## src/rtl/clock_divider_prog.sv

```systemverilog
// clock_divider_prog: runtime-programmable clock divider with load/ack divisor reload and run/stop.
// Optional single-period step mode is compiled in when CLKDIV_STEP_EN is defined.
//
// state | meaning
// STOP  | idle; counter held at 0, out_clock/out_tick low
// RUN   | free-running divide-by-div_q
// STEP  | exactly one divided period, then back to STOP (CLKDIV_STEP_EN only)

module clock_divider_prog #(
  parameter int WIDTH       = 28,
  parameter int DEFAULT_DIV = 5
) (
  input  logic             in_clock,
  input  logic             in_reset_n,
  input  logic             in_enable,
`ifdef CLKDIV_STEP_EN
  input  logic             in_step,
`endif
  input  logic [WIDTH-1:0] in_div_value,
  input  logic             in_div_load,
  output logic             out_div_ack,
  output logic             out_clock,
  output logic             out_tick,
  output logic             out_busy
);

  typedef enum logic [1:0] {
    STOP = 2'd0,
`ifdef CLKDIV_STEP_EN
    STEP = 2'd2,
`endif
    RUN  = 2'd1
  } state_t;

  state_t           state_q, state_d;
  logic [WIDTH-1:0] cnt_q, cnt_d;
  logic [WIDTH-1:0] div_q, div_d;
  logic [WIDTH-1:0] pend_div_q, pend_div_d;
  logic             pend_valid_q, pend_valid_d;
  logic             clk_q, clk_d;
  logic             tick_q, tick_d;
  logic             ack_q, ack_d;
  logic             last;
  logic             counting;
  logic [WIDTH-1:0] half;
`ifdef CLKDIV_STEP_EN
  logic             step_q, step_d;
  logic             step_rise;
`endif

  always_comb begin
    state_d      = state_q;
    cnt_d        = cnt_q;
    div_d        = div_q;
    pend_div_d   = pend_div_q;
    pend_valid_d = pend_valid_q;
    clk_d        = 1'b0;
    tick_d       = 1'b0;
    ack_d        = 1'b0;
    counting     = 1'b0;
    last         = (cnt_q == (div_q - WIDTH'(1)));
    half         = div_q >> 1;
`ifdef CLKDIV_STEP_EN
    step_d       = in_step;
    step_rise    = in_step & ~step_q;
`endif

    case (state_q)
      STOP: begin
        if (in_enable) begin
          state_d  = RUN;
          counting = 1'b1;
        end
`ifdef CLKDIV_STEP_EN
        else if (step_rise) begin
          state_d  = STEP;
          counting = 1'b1;
        end
`endif
      end
      RUN: begin
        if (in_enable) begin
          counting = 1'b1;
        end else begin
          state_d = STOP;
          cnt_d   = '0;
        end
      end
`ifdef CLKDIV_STEP_EN
      STEP: begin
        counting = 1'b1;
        if (in_enable) state_d = RUN;
        else if (last) state_d = STOP;
      end
`endif
      default: begin
        state_d = STOP;
        cnt_d   = '0;
      end
    endcase

    if (counting) begin
      clk_d  = (cnt_q < half);
      tick_d = last;
      cnt_d  = last ? '0 : (cnt_q + WIDTH'(1));
    end

    // Apply only a value that was already pending before this edge; a load on
    // this same edge is captured below and waits for the next boundary.
    if (pend_valid_q && ((state_q == STOP) || (counting && last))) begin
      div_d        = pend_div_q;
      pend_valid_d = 1'b0;
      ack_d        = 1'b1;
    end

    if (in_div_load) begin
      pend_div_d   = (in_div_value < WIDTH'(2)) ? WIDTH'(2) : in_div_value;
      pend_valid_d = 1'b1;
    end
  end

  always_ff @(posedge in_clock or negedge in_reset_n) begin
    if (!in_reset_n) begin
      state_q      <= STOP;
      cnt_q        <= '0;
      div_q        <= WIDTH'(DEFAULT_DIV);
      pend_div_q   <= '0;
      pend_valid_q <= 1'b0;
      clk_q        <= 1'b0;
      tick_q       <= 1'b0;
      ack_q        <= 1'b0;
`ifdef CLKDIV_STEP_EN
      step_q       <= 1'b0;
`endif
    end else begin
      state_q      <= state_d;
      cnt_q        <= cnt_d;
      div_q        <= div_d;
      pend_div_q   <= pend_div_d;
      pend_valid_q <= pend_valid_d;
      clk_q        <= clk_d;
      tick_q       <= tick_d;
      ack_q        <= ack_d;
`ifdef CLKDIV_STEP_EN
      step_q       <= step_d;
`endif
    end
  end

  assign out_clock   = clk_q;
  assign out_tick    = tick_q;
  assign out_div_ack = ack_q;
  assign out_busy    = pend_valid_q;

endmodule

```

## config.mk

```make
export PLATFORM = sky130hd
export DESIGN_NAME = clock_divider_prog
export DESIGN_NICKNAME = d
export VERILOG_FILES = /design/src/rtl/clock_divider_prog.sv
export SDC_FILE = /design/constraint.sdc
export NUM_CORES = 1
export LEC_CHECK = 0
export ABC_AREA = 1
export CAP_MARGIN = 15
export CORE_MARGIN = 8
export CORE_UTILIZATION = 45
export DETAILED_ROUTE_END_ITERATION = 6
export PLACE_DENSITY_LB_ADDON = 0.2
export SLEW_MARGIN = 15
export SYNTH_ARGS = -nofsm -noshare
export SYNTH_HDL_FRONTEND = slang
export SYNTH_SLANG_ARGS = --single-unit
```

## constraint.sdc

```tcl
create_clock -name in_clock -period 3.43 [get_ports in_clock]
set_input_delay 0.343 -clock in_clock [delete_from_list [all_inputs] [get_ports in_clock]]
set_output_delay 0.343 -clock in_clock [all_outputs]
set_load 0.01 [all_outputs]
```

## Yosys cells after proc, flatten, opt, wreduce, memory -nomap -nowiden

Cells that the tools add are included.

| cells by class | value |
|---|---|
| $add $sub $neg | 2 |
| $lt $le $gt $ge | 2 |
| equality and inequality tests | 6 |
| muxes and demuxes | 15 |
| reduce and logical (&&, ||, !) cells | 8 |

Operators with widths:

| cell | number |
|---|---|
| $mux W28 | 4 |
| $pmux W28 S2 | 1 |
| $add A28 B1 Y28 const B | 1 |
| $eq A28 B28 Y1 | 1 |
| $lt A28 B2 Y1 const B | 1 |
| $lt A28 B27 Y1 | 1 |
| $sub A28 B1 Y28 const B | 1 |
| $mux W1 | 7 |
| $ne A2 B2 Y1 const B | 3 |
| $mux W2 | 2 |
| $pmux W2 S2 | 1 |
| $reduce_and A2 Y1 | 2 |
| $ne A3 B3 Y1 const B | 1 |
| $eq A2 B1 Y1 const B | 1 |
| $logic_and A1 B1 Y1 | 2 |
| $logic_not A2 Y1 | 1 |
| $reduce_bool A2 Y1 | 1 |
| $reduce_or A2 Y1 | 1 |
| $logic_or A1 B1 Y1 | 1 |

| storage, ports and cells | value |
|---|---|
| bits in registers | 90 |
| input bits | 32 |
| output and inout port bits | 4 |
| logic and storage cells | 41 |

## Logic depth before layout (Yosys ltp)

Gate-level depths: netlist (run 1).

| logic depth | value |
|---|---|
| word-level depth | 8 |
| mapped depth | 20 |
| depth with buffers taken out | 18 |

## Worst setup path before layout (run 1)

No wires, ideal clock.

| path | value |
|---|---|
| path kind | register to register |
| from | register div_q[0] |
| to | register div_q[8] |
| library setup time | 117 ps |
| arrival | 2191 ps |
| required time | 3313 ps |
| setup slack | 1122 ps |
| stages on the path, launching flop included | 18 |
| buffers on the path | 2 |
| clock period less this slack | 2308 ps |
| path through | dfstp_2 -> inv_1 -> ha_1 -> nand2_2 -> nor2_8 -> nand2_2 -> xor2_1 -> nand2_1 -> nor2_1 -> nand2_1 -> nor2_2 -> nand3_1 -> nand2_1 -> nand2_1 -> buf_6 -> buf_6 -> nand2_1 -> nand2_1 |

| on the way | value |
|---|---|
| longest elaborated chain between the ends | 5 |

Ends and longest elaborated chain:

| item | RTL line | text |
|---|---|---|
| from (decl) | 37 | `logic [WIDTH-1:0] div_q, div_d;` |
| from (signal assigned) | 126 | `div_q <= WIDTH'(DEFAULT_DIV);` |
| from (signal assigned) | 138 | `div_q <= div_d;` |
| $sub A28 B1 Y28 | 61 | `last = (cnt_q == (div_q - WIDTH'(1)));` |
| $eq A28 B28 Y1 | 61 |  |
| $logic_and A1 B1 Y1 | 110 | `if (pend_valid_q && ((state_q == STOP) \|\| (counting && last))) begin` |
| $logic_or A1 B1 Y1 | 110 |  |
| $logic_and A1 B1 Y1 | 110 |  |

Every way passes these cells.
A chain may end at the register's enable or synchronous reset.

## Final worst setup path (run 1)

| path | value |
|---|---|
| from | register div_q[0] |
| to | register cnt_q[24] |

| on the way | value |
|---|---|
| longest elaborated chain between the ends | 4 |

Ends and longest elaborated chain:

| item | RTL line | text |
|---|---|---|
| $sub A28 B1 Y28 | 61 |  |
| $eq A28 B28 Y1 | 61 |  |
| $mux W28 | 105 | `cnt_d = last ? '0 : (cnt_q + WIDTH'(1));` |
| $mux W28 | 102 | `if (counting) begin` |
| to (signal assigned) | 137 | `cnt_q <= cnt_d;` |
| to (decl) | 36 | `logic [WIDTH-1:0] cnt_q, cnt_d;` |

Every way passes these cells.

==> results_dict.tcl, run 1 <==
set metrics [dict create \
    status "complete, no violations" \
    end_kind "flop" \
    regArea_um2 2230 \
    ir_worst_vdd_v 0.000299 \
    p_comb_frac 0.441 \
    drc 0 \
    mostFrequentLayoutCells "nand2_1 (335), nor2_1 (92), dfrtp_1 (87), nand3_1 (69), inv_1 (65)" \
    drive_gt1_frac 0.0574 \
    synth_fp_nets 933 \
    cp-start-kind "flop" \
    layout_commonest_cell "nand2_1" \
    fin_crit_ns 2.78 \
    drtIter0Drc 354 \
    busiest_layer "met2" \
    firstDrtPassIters 5 \
    drt_wl_total_um 15400 \
    yosys.area_share.simple 0.395 \
    fin_skew_ns 0.00690 \
    maxCapViolCount 0 \
    synthTopCellsByArea "dfrtp_1 (36%), nand2_1 (21%), ha_1 (5.9%)" \
    syn_area_um2 6100 \
    gp_congestion 0.935 \
    synth_compound_area_frac 0.0357 \
    finalMaxSlewViolations 0 \
    hp-class "flop to flop" \
    h-tree-depth 3 \
    post-route-period-util 0.811 \
    globalRouteMet1Util 0.259 \
    fin_nets 963 \
    clkSlewWorstSetupHoldPaths_ns 0.06 \
    grt_pass1_vias 5332 \
    diodes 0 \
    internal_power_mw 2.50 \
    grt_max_degree 41 \
    synthAdderAreaFrac 0.0595 \
    relSlewSlack 0.447 \
    port_buffers 35 \
    dp_hpwl_um 11700 \
    row_count 42 \
    die_h_um 132 \
    crit_type "flop to flop" \
    grt-ovfl-total 0 \
    cts-root-buf "clkbuf_16" \
    fin_setup_tns_ns 0 \
    fill_cells 1352 \
    clockPowerShare 0.209 \
    ys_ff_latch 89 \
    arrival_ns 3.02 \
    power_switching_mw 2.03 \
    required_ns 3.67 \
    antenna_found_initial 0 \
    die_area_um2 17500 \
    cellLeakagePower_nw 3.53 \
    cts_buffers 9 \
    synthCells 872 \
    synth_flop_cell "dfrtp_1" \
    multiInputGateArea_um2 3470 \
    grt_pass1_wl_um 26900 \
    yosys.area_share.xor_xnor 0.0789 \
    yosys_warnings 0 \
    ys_seq_area_frac 0.365 \
    start_util 0.461 \
    tightestPinTransition_ns 0.829 \
    cts_sinks 89 \
    p_per_area_nw_per_um2 657 \
    cts_buffer_depth 2 \
    finalPower_mw 4.53 \
    areaGrowthSynthToFinish_pct 13.1 \
    cts_tree "built" \
    wl_per_cell_um 14.2 \
    rsz0062_at_grt "false" \
    clock_latency_ns 0.35 \
    grt_usage 0.187 \
    die_x_um 132 \
    finalSetupViolations 0 \
    synth_edf_count 0 \
    switching_share 0.447 \
    yosys.area.top_type "dfrtp_1" \
    fmax_mhz 359 \
    io_pins 36 \
    p_seq_frac 0.350 \
    ant_nets 0 \
    ys_types 41 \
    syn_avg_cell_area_um2 7.00 \
    core_area_um2 13200 \
    worstPathMaxFanout 19 \
    async_flop_share 1.00 \
    yosys.area.top_type_share 0.357 \
    avgViaCountPerCell 5.07 \
    grt_util_met3 0.0235 \
    cts_setup_buffers 0 \
    synthMuxAreaShare 0 \
    synth_top_family_by_area "simple AND/OR/NAND/NOR gates" \
    grt_use_met2 0.289 \
    hold_viol 0 \
    routed-via-count 5482 \
]
==> through the flow <==
| step | setup slack (ns) | hold slack [ns] | instances | instance area (µm²) | util |
|---|---|---|---|---|---|
| detailed placement | 0.640 | 0.352 | 1066 | 6610 | 0.499 |
| finish | 0.648 | 0.470 | 1082 | 6900 | 0.521 |
| floorplan | 1.12 | 0.0474 | 872 | 6100 | - |
| global placement | 0.682 | 0.347 | 1066 | 6610 | 0.499 |
| CTS | 0.629 | 0.474 | 1082 | 6900 | 0.521 |
| global route | 0.333 | 0.501 | 1082 | 6900 | 0.521 |
==> area by class of cell <==
class	instances	share of cell area
clock buffers	12	0.0372
clock inverters	3	0.00363
inverters	70	0.0381
multi-input cells	686	0.503
flip-flops and latches	89	0.323
well taps	176	0.0319
repair buffers	46	0.0627
==> worst max-delay path, stage by stage (launching register included) <==
cell     delay (ns)
dfstp_2        0.38
inv_1          0.10
ha_1           0.23
nand2_2        0.15
nor2_8         0.20
nand4_2        0.13
nor2_1         0.17
xor2_1         0.27
nand2_1        0.10
nor2_2         0.15
nand2_2        0.19
inv_2          0.37
nor2_1         0.09
nand2_1        0.07
nand2_1        0.05
==> flip-flops by register name, summed over array words and instances, names as in the netlist <==
| signal | cells |
|---|---|
| cnt_q | 28 |
| pend_div_q | 28 |
| div_q | 28 |
| state_q | 1 |
| out_tick | 1 |
| out_busy | 1 |
| out_div_ack | 1 |
| out_clock | 1 |
==> routing by layer <==
metal,wire length [µm],part of all wire
met4,328,0.021
met2,6770,0.44
met1,7670,0.50
met5,0,0
met3,612,0.040
==> cells in the mapped netlist (14+ instances only) <==
cell        n
dfrtp_1    87
nand3_1    69
xnor2_1    18
clkbuf_1   19
xor2_1     37
inv_1      65
nand4_1    18
nor2_1     93
a21oi_1    14
ha_1       29
nand2_1   335
nor3_1     15
==> power groups by stage <==
stage | combinational [mW] | clock, mW | sequential (mW)
floorplan | 1.56 | 0 | 1.49
global placement | 1.97 | 0 | 1.59
detailed placement | 1.98 | 0 | 1.59
CTS | 2.00 | 0.978 | 1.58
global route | 2.32 | 1.02 | 1.62
finish | 2.00 | 0.947 | 1.58
==> path summary, 6_finish.rpt <==
check / end / slack, ns / cells after the start / from
max: cnt_q[24] / 0.65 / 14 / div_q[0]
min: pend_div_q[14] / 0.47 / 2 / pend_div_q[14]
max reg2reg: cnt_q[24] / 0.65 / 14 / div_q[0]
min reg2reg: pend_div_q[14] / 0.47 / 2 / pend_div_q[14]
max in group asynchronous: cnt_q[22] / 2.12 / 3 / in_reset_n
min in group asynchronous: pend_div_q[1] / 0.51 / 2 / in_reset_n
==> timing repair <==
item / CTS / global route
resized for setup: 0 / 0
endpoints found under the hold margin: 38 / 0
hold buffers: 1 / 0
==> logic make-up (layout without fill, tap and decap cells) <==
family / Yosys count / after routing
and+or+nand+nor: 565 / 565
DFF: 89 / 89
xor gates and xnor gates: 55 / 55
buffers and inverters: 97 / 131
AOI/OAI and AO/OA: 37 / 37
adders and majority gates: 29 / 29
(Power assumes the default switching activity.)
==> inputs of run 2 (changes only) <==
==> constraint.sdc (replaced) <==
create_clock -name in_clock -period 2.8 [get_ports in_clock]
set_input_delay 0.28 -clock in_clock [delete_from_list [all_inputs] [get_ports in_clock]]
set_output_delay 0.28 -clock in_clock [all_outputs]
set_load 0.01 [all_outputs]
==> run 2 against run 1 <==
  * Cell count up 1.6%
  * Die area unchanged
  * Critical path type unchanged
  * First-iteration DRC count unchanged
  * Total power up 27%
  * Clock skew up 0.0016 ns
  * Clock power up 32%
  * Count of clock-buffer cells in the layout down 3
  * Critical path depth up 1
  * Maximum frequency up 9.3%
  * Global-route usage up 0.29 points
  * Sequential cell count unchanged
  * Combinational power up 30%
==> results_dict.tcl, run 2 (same netlist as run 1, synthesis figures left out) <==
set metrics [dict create \
    port_buffers 35 \
    die_area_um2 17500 \
    cts_buffer_depth 2 \
    met1Wirelength_um 7700 \
    antenna_found_initial 0 \
    p_per_area_nw_per_um2 814 \
    fill_cells 1330 \
    switching_share 0.448 \
    avgViaCountPerCell 5.14 \
    core_area_um2 13200 \
    hold_start "pend_div_q[9]" \
    p_comb_frac 0.450 \
    clkSlewWorstSetupHoldPaths_ns 0.07 \
    top_regs "cnt_q x28, div_q x28, pend_div_q x28" \
    regArea_um2 2230 \
    cp_top_family "simple AND/OR/NAND/NOR gates" \
    path_cells "inv_1, ha_2, nand2_4, nor2_8, nand4_2, nor2_2, xor2_2, nand2_1, nor2_2, nand3_2, nand2_1, nand2_1, buf_4, nand2_1, nand2_1" \
    grt_max_degree 49 \
    fin_nets 979 \
    whs_endpoint "pend_div_q[9]" \
    layout_commonest_cell "nand2_1" \
    dp_hpwl_um 12200 \
    dr_wl_met3_um 885 \
    fmax_mhz 393 \
    cp_num_buf_inv 2 \
    clockPowerShare 0.217 \
    wl_met2_um 7070 \
    layout_setup_ws_ns 0.255 \
    required_ns 3.04 \
    internal_power_mw 3.18 \
    ir_worst_vdd_v 0.000381 \
    finalPower_mw 5.77 \
    fin_setup_tns_ns 0 \
    p_seq_frac 0.333 \
    fin_crit_ns 2.55 \
    die_h_um 132 \
    gp_congestion 0.931 \
    finalMaxSlewViolations 0 \
    cts_buffers 9 \
    tightestPinTransition_ns 0.859 \
    diodes 0 \
    fin_skew_ns 0.00847 \
    mostFrequentLayoutCells "nand2_1 (335), nor2_1 (88), dfrtp_1 (87), nand3_1 (68), inv_1 (65)" \
    clock_latency_ns 0.35 \
    cts_setup_buffers 0 \
    io_pins 36 \
    arrival_ns 2.79 \
    maxCapViolCount 0 \
    areaGrowthSynthToFinish_pct 16.2 \
    cts_tree "built" \
    end_kind "flop" \
    cellLeakagePower_nw 3.63 \
    wl_per_cell_um 14.6 \
    finalSetupViolations 0 \
    drive_gt1_frac 0.0834 \
    worstPathMaxFanout 18 \
    reg2reg_slack_ns 0.25 \
    status "complete, no violations" \
    cp-start-kind "flop" \
    power_switching_mw 2.59 \
    firstDrtPassIters 5 \
    h-tree-depth 3 \
    post-route-period-util 0.909 \
    multiInputGateArea_um2 3510 \
    drtIter0Drc 354 \
    cpPeakStageDelay_ns 0.41 \
    start_util 0.461 \
    grt_pass1_wl_um 27200 \
    relSlewSlack 0.427 \
    holdPathStages 2 \
    pre_cts_slack_ns 0.115 \
    crit_slowest_cell "dfrtp_1" \
    grt_usage 0.190 \
    crit_type "flop to flop" \
    drt_wl_total_um 16000 \
    routed-via-count 5651 \
    grt_pass1_vias 5520 \
    row_count 42 \
    cts-root-buf "clkbuf_16" \
    timing.rr.end "div_q[17]" \
    hp-class "flop to flop" \
    ant_nets 0 \
    highest_layer "met4" \
    die_x_um 132 \
    hold_viol 0 \
    drc 0 \
    grt-ovfl-total 0 \
    r2r.worst_path.cells 15 \
    r2r-start "div_q[1]" \
    cts_sinks 89 \
    path_common_cell "nand2_1" \
]
[run 2: cell types whose count changed in the layout (fill, tap and decap cells not counted), moves of 2 or more]
cell / delta
buf_4: +14
nor2_1: -4
nor2_2: +3
clkbuf_8: -2
clkinv_2: +2
[run 2: area by class of cell]
class                      count  share of cell area
multi-input combinational    686               0.495
sequential                    89               0.314
timing repair buffer          62              0.0803
inverter                      70              0.0371
clock buffer                   9              0.0318
tap                          176              0.0311
clock inverter                 7              0.0109
[run 2: tightest hold or removal path: stages (launching register included)]
cell and delay [ns]:
dfrtp_1 0.34, nand2_1 0.05, nand2_1 0.04
[run 2: metal layers]
layer | GRT usage | vias up
met5 | 0 | -
met4 | 0.0770 | 0
met3 | 0.0291 | 22
met2 | 0.290 | 158
met1 | 0.262 | 2603
li1 | - | 2868
[run 2: how the worst max path moves through the flow]
stage | cells past startpoint | slack [ns] | from | endpoint
global placement | 14 | 0.15 | div_q[1] | div_q[27]
finish | 15 | 0.25 | div_q[1] | div_q[17]
floorplan | 17 | 0.49 | div_q[0] | div_q[8]
detailed placement | 14 | 0.12 | div_q[1] | div_q[27]
CTS | 14 | 0.1 | div_q[1] | div_q[5]
global route | 14 | -0.02 | div_q[3] | div_q[11]
[run 2: stage by stage]
| step | area, µm² | utilization | hold slack (ns) | cells |
|---|---|---|---|---|
| 6_report | 7090 | 0.536 | 0.470 | 1099 |
| 4_1_cts | 7050 | 0.533 | 0.475 | 1099 |
| 5_1_grt | 7090 | 0.536 | 0.501 | 1099 |
| 3_3_place_gp | 6740 | 0.509 | 0.337 | 1082 |
| 2_1_floorplan | 6100 | - | -0.0156 | 872 |
| 3_5_place_dp | 6740 | 0.509 | 0.339 | 1082 |
[run 2: power groups by stage]
stage                     Combinational, mW  Sequential [mW]  Clock, mW
after detailed placement               2.54             1.93          0
after floorplan                        1.91             1.83          0
after global routing                   2.95             1.97       1.33
after CTS                              2.55             1.91       1.28
after global placement                 2.51             1.92          0
final                                  2.60             1.92       1.25
[run 2: repair_timing]
| item | 4_1_cts | 5_1_grt |
|---|---|---|
| gates resized for setup | 0 | 10 |
| setup endpoints to repair | 0 | 29 |
| hold endpoints to repair | 46 | 0 |
| hold buffers | 1 | 0 |
==> inputs of run 3 (changes only) <==
--- a/config.mk
+++ b/config.mk
@@ -10,6 +10,7 @@
 export CORE_MARGIN = 8
 export CORE_UTILIZATION = 45
 export DETAILED_ROUTE_END_ITERATION = 6
+export GPL_TIMING_DRIVEN = 0
 export PLACE_DENSITY_LB_ADDON = 0.2
 export SLEW_MARGIN = 15
 export SYNTH_ARGS = -nofsm -noshare
==> run 3 against run 2 <==
  * Hold slack worse by 0.051 ns
  * Sequential power is 3% higher
  * Clock power is 6% higher
  * Global-route usage is 0.93 points lower
  * Die area stayed put
  * Worst setup slack worse by 0.046 ns
  * Maximum frequency is 1.8% lower
  * Wire length is 4.9% lower
  * Clock skew is 0.0055 ns higher
  * Total power is 2.2% higher
  * Non-clock buffer count is 5 higher
  * First-iteration DRC count is 27% lower
  * Critical path type unchanged
  * Highest routed layer unchanged
==> results_dict.tcl, run 3 (same netlist as run 1, synthesis figures left out) <==
set metrics [dict create \
    hp-class "input port to asynchronous set/reset pin" \
    clock_latency_ns 0.36 \
    layout_setup_ws_ns 0.209 \
    status "complete, no violations" \
    grt-ovfl-total 0 \
    finalSetupViolations 0 \
    crit_type "flop to flop" \
    drive_gt1_frac 0.0755 \
    placed_cell_area_um2 6700 \
    drt_wl_total_um 15200 \
    finalPower_mw 5.90 \
    grt_max_degree 59 \
    gp_congestion 0.907 \
    cp_top_family "simple AND/OR/NAND/NOR gates" \
    hold_viol 0 \
    grt_pass1_vias 5297 \
    p_per_area_nw_per_um2 825 \
    grt_usage 0.180 \
    maxCapViolCount 0 \
    h-tree-depth 3 \
    finalMaxSlewViolations 0 \
    post-route-period-util 0.925 \
    ir_worst_vdd_v 0.000489 \
    diodes 0 \
    io_pins 36 \
    mostFrequentLayoutCells "nand2_1 (335), nor2_1 (85), dfrtp_1 (85), nand3_1 (68), inv_1 (65)" \
    start_util 0.461 \
    fin_crit_ns 2.59 \
    fmax_mhz 386 \
    cts_buffers 9 \
    fill_cells 1335 \
    grt_pass1_wl_um 25700 \
    clkSlewWorstSetupHoldPaths_ns 0.06 \
    cp_num_buf_inv 3 \
    cts-root-buf "clkbuf_16" \
    cts_buffer_depth 2 \
    fin_nets 984 \
    required_ns 3.04 \
    cp-start-kind "flop" \
    top_regs "cnt_q x28, div_q x28, pend_div_q x28" \
    antenna_found_initial 0 \
    firstDrtPassIters 5 \
    core_area_um2 13200 \
    port_buffers 35 \
    cts_sinks 89 \
    drtIter0Drc 259 \
    pre_cts_slack_ns -0.0140 \
    fin_cells 1103 \
    row_count 42 \
    arrival_ns 2.83 \
    relSlewSlack 0.458 \
    die_h_um 132 \
    path_common_cell "nand2_1" \
    path_cells "inv_1, ha_4, or2_2, nand2_1, a21oi_2, nand3_1, nor2_1, nand2_1, nor2_4, nand3_2, nand2_1, nand2_1, buf_6, buf_6, nand2_1, nand2_1" \
    timing.hold.ws_ns 0.419 \
    worstPathMaxFanout 10 \
    drc 0 \
    routed-via-count 5486 \
    areaGrowthSynthToFinish_pct 17.2 \
    cellLeakagePower_nw 3.62 \
    cpPeakStageDelay_ns 0.55 \
    dp_hpwl_um 12100 \
    wl_per_cell_um 13.8 \
    end_kind "flop" \
    placed_cells 1084 \
    die_area_um2 17500 \
    cts_tree "built" \
    crit_slowest_cell "dfstp_2" \
    ant_nets 0 \
    layout_commonest_cell "nand2_1" \
    finalInstanceArea_um2 7150 \
    tightestPinTransition_ns 0.810 \
    die_x_um 132 \
    avgViaCountPerCell 4.97 \
    fin_skew_ns 0.0140 \
]
[run 3: cell count changes in the layout (fill, tap and decap cells not counted), moves of 2 or more]
| cell | change |
|---|---|
| buf_4 | -20 |
| clkbuf_1 | +18 |
| dfrtp_1 | -2 |
| inv_6 | +2 |
| nor2_1 | -3 |
| buf_6 | +3 |
| nor2_2 | +2 |
| dfrtp_2 | +2 |
[run 3: what timing repair did]
item                                    4_1_cts  5_1_grt
pin swaps                                     0        2
hold buffers                                  1        0
resized for setup                             1       24
endpoints found under the setup margin       10       47
endpoints found under the hold margin        29        0
setup buffers                                 0        3
[run 3: power by group]
group | switching [mW] | internal (mW) | total [mW] | leakage, nW
registers | 0.418 | 1.55 | 1.97 | 1.14
logic | 1.61 | 1.00 | 2.61 | 2.33
clock network | 0.537 | 0.784 | 1.32 | 0.156
total | 2.56 | 3.34 | 5.90 | 3.62
[run 3: final timing paths]
path	from	end	slack [ns]	depth (start not counted)
worst max-delay path	div_q[0]	div_q[4]	0.21	16
worst min-delay path	in_reset_n	pend_div_q[1]	0.42	2
worst max register to register	div_q[0]	div_q[4]	0.21	16
worst min register to register	pend_div_q[19]	pend_div_q[19]	0.47	2
max in group asynchronous	in_reset_n	cnt_q[21]	1.75	3
min in group in_clock	pend_div_q[19]	pend_div_q[19]	0.47	2
[run 3: area by class of cell]
cell class                      instances  area (µm²)  share of cell area
Clock inverter                          6        91.3              0.0128
Tap cell                              176         220              0.0308
Buffer                                 27         141              0.0198
Sequential cell                        89        2230               0.312
Timing Repair Buffer                   40         420              0.0588
Inverter                               70         268              0.0375
Multi-Input combinational cell        686        3550               0.497
Clock buffer                            9         225              0.0315
[run 3: per-layer routing]
layer,up-vias,part of all wire,routed length [µm],track usage
li1,2872,-,-,-
met1,2460,0.48,7260,0.243
met2,126,0.45,6850,0.283
met3,28,0.048,736,0.0280
met4,0,0.025,376,0.0757
met5,-,0,0,0
[run 3: stage by stage]
step                      setup TNS, ns  utilization
after CTS                             0        0.531
after detailed placement        -0.0269        0.506
final                                 0        0.540
after global placement          -165.59        0.504
after global routing           -0.00288        0.540
after floorplan                       0            -
